[src/rtl/eth_irq_pkg.sv]
// Shared types for the Ethernet DMA interrupt coalescer.
// The state encoding is visible to software through the status register.
package eth_irq_pkg;

  typedef enum logic [1:0] {
    IDLE    = 2'd0,
    ARMED   = 2'd1,
    FIRE    = 2'd2,
    HOLDOFF = 2'd3
  } eth_irq_state_e;

endpackage

[src/rtl/eth_irq_coalesce.sv]
// Interrupt coalescer for one DMA direction: batches raw interrupt edges into one
// level interrupt, fired on an event-count threshold or on a timeout, with a hold-off after ack.
module eth_irq_coalesce
  import eth_irq_pkg::*;
#(
  parameter int CountWidth = 8,
  parameter int TimerWidth = 16
) (
  input  logic                  clk_i,
  input  logic                  rst_i,
  input  logic                  enable_i,
  input  logic [CountWidth-1:0] count_thresh_i,
  input  logic [TimerWidth-1:0] timeout_i,
  input  logic [TimerWidth-1:0] holdoff_i,
  input  logic                  event_i,
  input  logic                  ack_i,
  output logic                  irq_o,
  output logic [CountWidth-1:0] pending_o,
  output logic [1:0]            state_o
);

  localparam logic [CountWidth-1:0] CountMax = '1;
  localparam logic [CountWidth-1:0] CountOne = CountWidth'(1);
  localparam logic [TimerWidth-1:0] TimerOne = TimerWidth'(1);

  eth_irq_state_e        state;
  logic [CountWidth-1:0] count;
  logic [TimerWidth-1:0] timer;
  logic                  event_q;
  logic                  irq_q;

  logic                  rise;
  logic [CountWidth-1:0] count_nxt;
  logic [CountWidth-1:0] rise_count;
  logic [CountWidth-1:0] thr_eff;
  logic [TimerWidth-1:0] timer_dec;
  logic                  timeout_hit;

  assign rise = event_i & ~event_q;

  // The timer is shared between timeout and hold-off; it parks at zero once expired.
  always_comb begin
    count_nxt   = count;
    rise_count  = '0;
    thr_eff     = count_thresh_i;
    timer_dec   = '0;
    timeout_hit = 1'b0;
    if (rise && (count != CountMax)) begin
      count_nxt = count + CountOne;
    end
    if (rise) begin
      rise_count = CountOne;
    end
    if (count_thresh_i == '0) begin
      thr_eff = CountOne;
    end
    if (timer != '0) begin
      timer_dec = timer - TimerOne;
    end
    timeout_hit = (timeout_i != '0) && (timer == TimerOne);
  end

  always_ff @(posedge clk_i) begin
    if (rst_i) begin
      state   <= IDLE;
      count   <= '0;
      timer   <= '0;
      event_q <= 1'b0;
      irq_q   <= 1'b0;
    end else begin
      event_q <= event_i;
      if (!enable_i) begin
        state <= IDLE;
        count <= '0;
        timer <= '0;
        irq_q <= event_i;
      end else begin
        irq_q <= 1'b0;
        case (state)
          IDLE: begin
            if (rise) begin
              count <= CountOne;
              if (thr_eff == CountOne) begin
                state <= FIRE;
                irq_q <= 1'b1;
              end else begin
                state <= ARMED;
                timer <= timeout_i;
              end
            end
          end

          ARMED: begin
            count <= count_nxt;
            timer <= timer_dec;
            if ((count_nxt >= thr_eff) || timeout_hit) begin
              state <= FIRE;
              irq_q <= 1'b1;
            end
          end

          // An edge arriving together with the ack starts the next batch.
          FIRE: begin
            if (ack_i) begin
              count <= rise_count;
              if (holdoff_i != '0) begin
                state <= HOLDOFF;
                timer <= holdoff_i;
              end else if (rise) begin
                state <= ARMED;
                timer <= timeout_i;
              end else begin
                state <= IDLE;
              end
            end else begin
              count <= count_nxt;
              irq_q <= 1'b1;
            end
          end

          HOLDOFF: begin
            count <= count_nxt;
            timer <= timer_dec;
            if (timer == TimerOne) begin
              if (count_nxt == '0) begin
                state <= IDLE;
              end else begin
                state <= ARMED;
                timer <= timeout_i;
              end
            end
          end

          default: begin
            state <= IDLE;
          end
        endcase
      end
    end
  end

  assign irq_o     = irq_q;
  assign pending_o = count;
  assign state_o   = state;

endmodule

[config.mk]
export PLATFORM = sky130hd
export DESIGN_NAME = eth_irq_coalesce
export DESIGN_NICKNAME = d
export VERILOG_FILES = /design/src/rtl/eth_irq_pkg.sv /design/src/rtl/eth_irq_coalesce.sv
export SDC_FILE = /design/constraint.sdc
export NUM_CORES = 1
export LEC_CHECK = 0
export CORE_MARGIN = 2
export CORE_UTILIZATION = 46
export CTS_BUF_LIST = sky130_fd_sc_hd__clkbuf_8
export CTS_CLUSTER_DIAMETER = 200
export CTS_CLUSTER_SIZE = 14
export DETAILED_ROUTE_END_ITERATION = 10
export PLACE_DENSITY = 0.74
export REMOVE_ABC_BUFFERS = 1
export SLEW_MARGIN = 20
export SYNTH_ARGS = -nofsm -noshare
export SYNTH_HDL_FRONTEND = slang
export SYNTH_SLANG_ARGS = --single-unit
export TNS_END_PERCENT = 10
[constraint.sdc]
create_clock -name clk_i -period 4.3 [get_ports clk_i]
set_input_delay 0.86 -clock clk_i [delete_from_list [all_inputs] [get_ports clk_i]]
set_output_delay 0.86 -clock clk_i [all_outputs]
set_load 0.005 [all_outputs]
==> reports/metrics.yaml <==
cts:
  path_clk_slew_ns: 0.11
  post_cts_buffers: 0
  hold_buffers: 0
  cts_tree: "yes"
  worstSkewPairLatency_ns: 0.29
  htree_num_levels: 1
  cts_resized: 0
  clk_path_buf_depth: 2
  cts_sinks: 28
  clockRootBuffer: "clkbuf_8"
  numCtsBuffers: 3
synth:
  synth_largest_area_cell: "dfxtp_1"
  synth-main-ff-cell: "dfxtp_1"
  yosys_register_bits: 28
  synth_cell_types: 61
  synth_enable_flop_cells: 0
  synth_top_area_share_pct: 21.71
  ys_top_cells_by_area: "dfxtp_1 22%, ha_1 5.3%, nor2_1 4.2%, a21oi_1 4.1%, nor4_1 3.9%"
  netlist_instances: 347
  ys_seq_area_share_pct: 21.71
  yosysWarnings: 0
  synth_area_per_cell_um2: 7.442
  async_flop_share_pct: 0
  syn_area_mm2: 0.002582
worst_setup_path:
  crit_path_top_delay_cell: "clkdlybuf4s50_1"
  cp.arrival_ns: 3.97
  cpPeakStageDelay_ns: 0.56
  critPathMaxFanout: 6
  required_ns: 4.50
  startpoint_type: "input pin"
  path_cells: "clkdlybuf4s50_1, nand4b_1, or2_2, nor3_1, xnor2_1, inv_1, ha_1, a21o_1, a21o_1, a221oi_1, o21ai_0, a22o_1, a211oi_1"
  path_class: "in2reg"
  path_common_cell: "a21o_1"
  endpoint_kind: "register"
grt:
  grt_usage_pct: 28.85
  grt_pass1_vias: 2796
  grt_pass1_wl_um: 14180
  grt_remaining_overflow: 0
  grt_max_degree: 34
  antenna_found_initial: 0
placement:
  place_ws_ns: 0.2586
  hpwl_um: 6637
  gp_congestion: 0.9692
  place_area_mm2: 0.003218
  io_buffers: 55
timing:
  clock_skew_ns: 0.01279
  period_minus_slack_ns: 3.775
  slew_headroom_pct: 50.63
  setup_viol: 0
  rsz0062_at_grt: "false"
  tightest_slew_ns: 0.7390
  setup_tns_ns: 0
  finalCritPeriodShare_pct: 87.80
  timing.fmax_mhz: 264.9
  setup_ws_ns: 0.5247
  drv_slew: 0
  finalHoldViolCount: 0
pwr:
  leakage_uw: 0.001204
  p_per_area_mw_per_mm2: 219.3
  ir_drop_uv: 154.3
  finalPower_uw: 717.7
drt:
  route.detailed.drc: 0
  wl_per_cell_um: 18.95
  wirelength_um: 8905
  drtPass1Iterations: 5
  drtIter0Drc: 274
  drtAntennaViolNets: 0
  viasPerCell: 6.572
  vias: 3089
floorplanning:
  start_util_pct: 47.19
  io_pins: 56
  dieHeight_um: 78.93
  core-area_mm2: 0.005473
  die_width_um: 78.93
  die_area_mm2: 0.006229
  fp-row-count: 27
finish:
  syn2layout_area_growth_pct: 26.74
  antenna-diode-count: 0
  nets: 455
  final_cell_mix: "55 x clkdlybuf4s50_1, 29 x nor2_1, 28 x dfxtp_1"
  drive_gt1_share_pct: 5.779
  design_area_mm2: 0.003273
  fill_cells: 535
  fin_util_pct: 59.81
  final_common_cell: "clkdlybuf4s50_1"
flow_run:
  maxCapViolCount: 0
run_status:
  status: "finished, final reports clean"
min_path:
  hp-class: "reg2reg"
## power breakdown
part	switching [µW]	leakage [µW]	total (µW)	internal [µW]
clock network	92.7	0.0000288	175	82.4
logic	141	0.000947	260	119
registers	13.0	0.000228	283	270
total	246	0.00120	718	471
## per-layer routing
layer	GRT usage (%)	routed length (µm)	share of wire, %	vias to the layer above
met5	0	0	0	-
met4	8.276	244	2.7	0
met3	4.886	675	7.6	24
met2	45.64	3947	44	167
met1	40.42	4037	45	1460
li1	-	-	-	1438
## stage by stage
step                      instances  hold slack [ns]
after floorplan                 331           0.4771
after global placement          466           0.5011
after detailed placement        466           0.5082
after CTS                       470           0.5268
after global routing            470           0.5516
final                           470           0.5323
## cells by family after synthesis
family / after synthesis / synth area share (%)
flops: 28 / 21.71
fa+ha+maj: 11 / 5.329
xor+xnor: 15 / 5.087
compound gates: 118 / 31.59
simple gates: 132 / 27.52
mux: 9 / 3.634
buf+inv: 34 / 5.135
## synth_stat cells, types with 2 or more instances
cell type  count
o21ai_0       20
nor4_1        16
mux2_2         3
nand2b_1       9
xor2_1         5
ha_1          11
mux2i_1        6
a221o_1        2
clkbuf_1      14
or3_1          6
a31oi_1        9
and2_1         2
a221oi_1       4
nor2_1        29
o21ai_1        2
nand2_1       25
o41ai_1        2
o221ai_1       3
a311oi_1       2
dfxtp_1       28
a21o_1         4
nand4_1        4
and4_1         3
o211ai_1       6
and3_1         5
a211o_1        5
nand3_1       12
xnor2_1       10
a211oi_1       9
a21oi_1       21
a22oi_1        9
a22o_1         3
nor2b_1        4
nor3_1         8
a21oi_2        2
o22ai_1        2
inv_1         18
## registers in the layout (all words and copies together) (netlist names)
register,count
state_o,2
irq_o,1
pending_o,8
event_q,1
timer,16
## critical path, delay by kind of cell
kind	cells	cell delay [ns]
buffers and inverters	2	0.64
AND/OR/NAND/NOR	3	0.77
adder cells (fa/ha/maj)	1	0.32
AO/OA/AOI/OAI	6	1.22
XOR/XNOR	1	0.16
## worst paths after layout
path	start	depth (start not counted)	slack, ns	endpoint
worst max-delay path	event_i	13	0.52	state_o[0]$_SDFFE_PP0P_
worst max register to register	pending_o[0]$_SDFFE_PP0N_	11	1.12	state_o[0]$_SDFFE_PP0P_
worst min register to register	timer[13]$_SDFFE_PP0P_	2	0.53	timer[13]$_SDFFE_PP0P_
worst min-delay path	timer[13]$_SDFFE_PP0P_	2	0.53	timer[13]$_SDFFE_PP0P_
## cell type report
cell class | instances | area (µm²) | share of cell area (%)
Inverter | 18 | 67.56 | 2.064
Multi-Input combinational cell | 285 | 1889 | 57.72
Timing Repair Buffer | 63 | 610.6 | 18.65
Clock buffer | 4 | 55.05 | 1.682
Tap cell | 72 | 90.09 | 2.752
Sequential cell | 28 | 560.5 | 17.13
No activity file was read; power rests on OpenSTA's default activity.
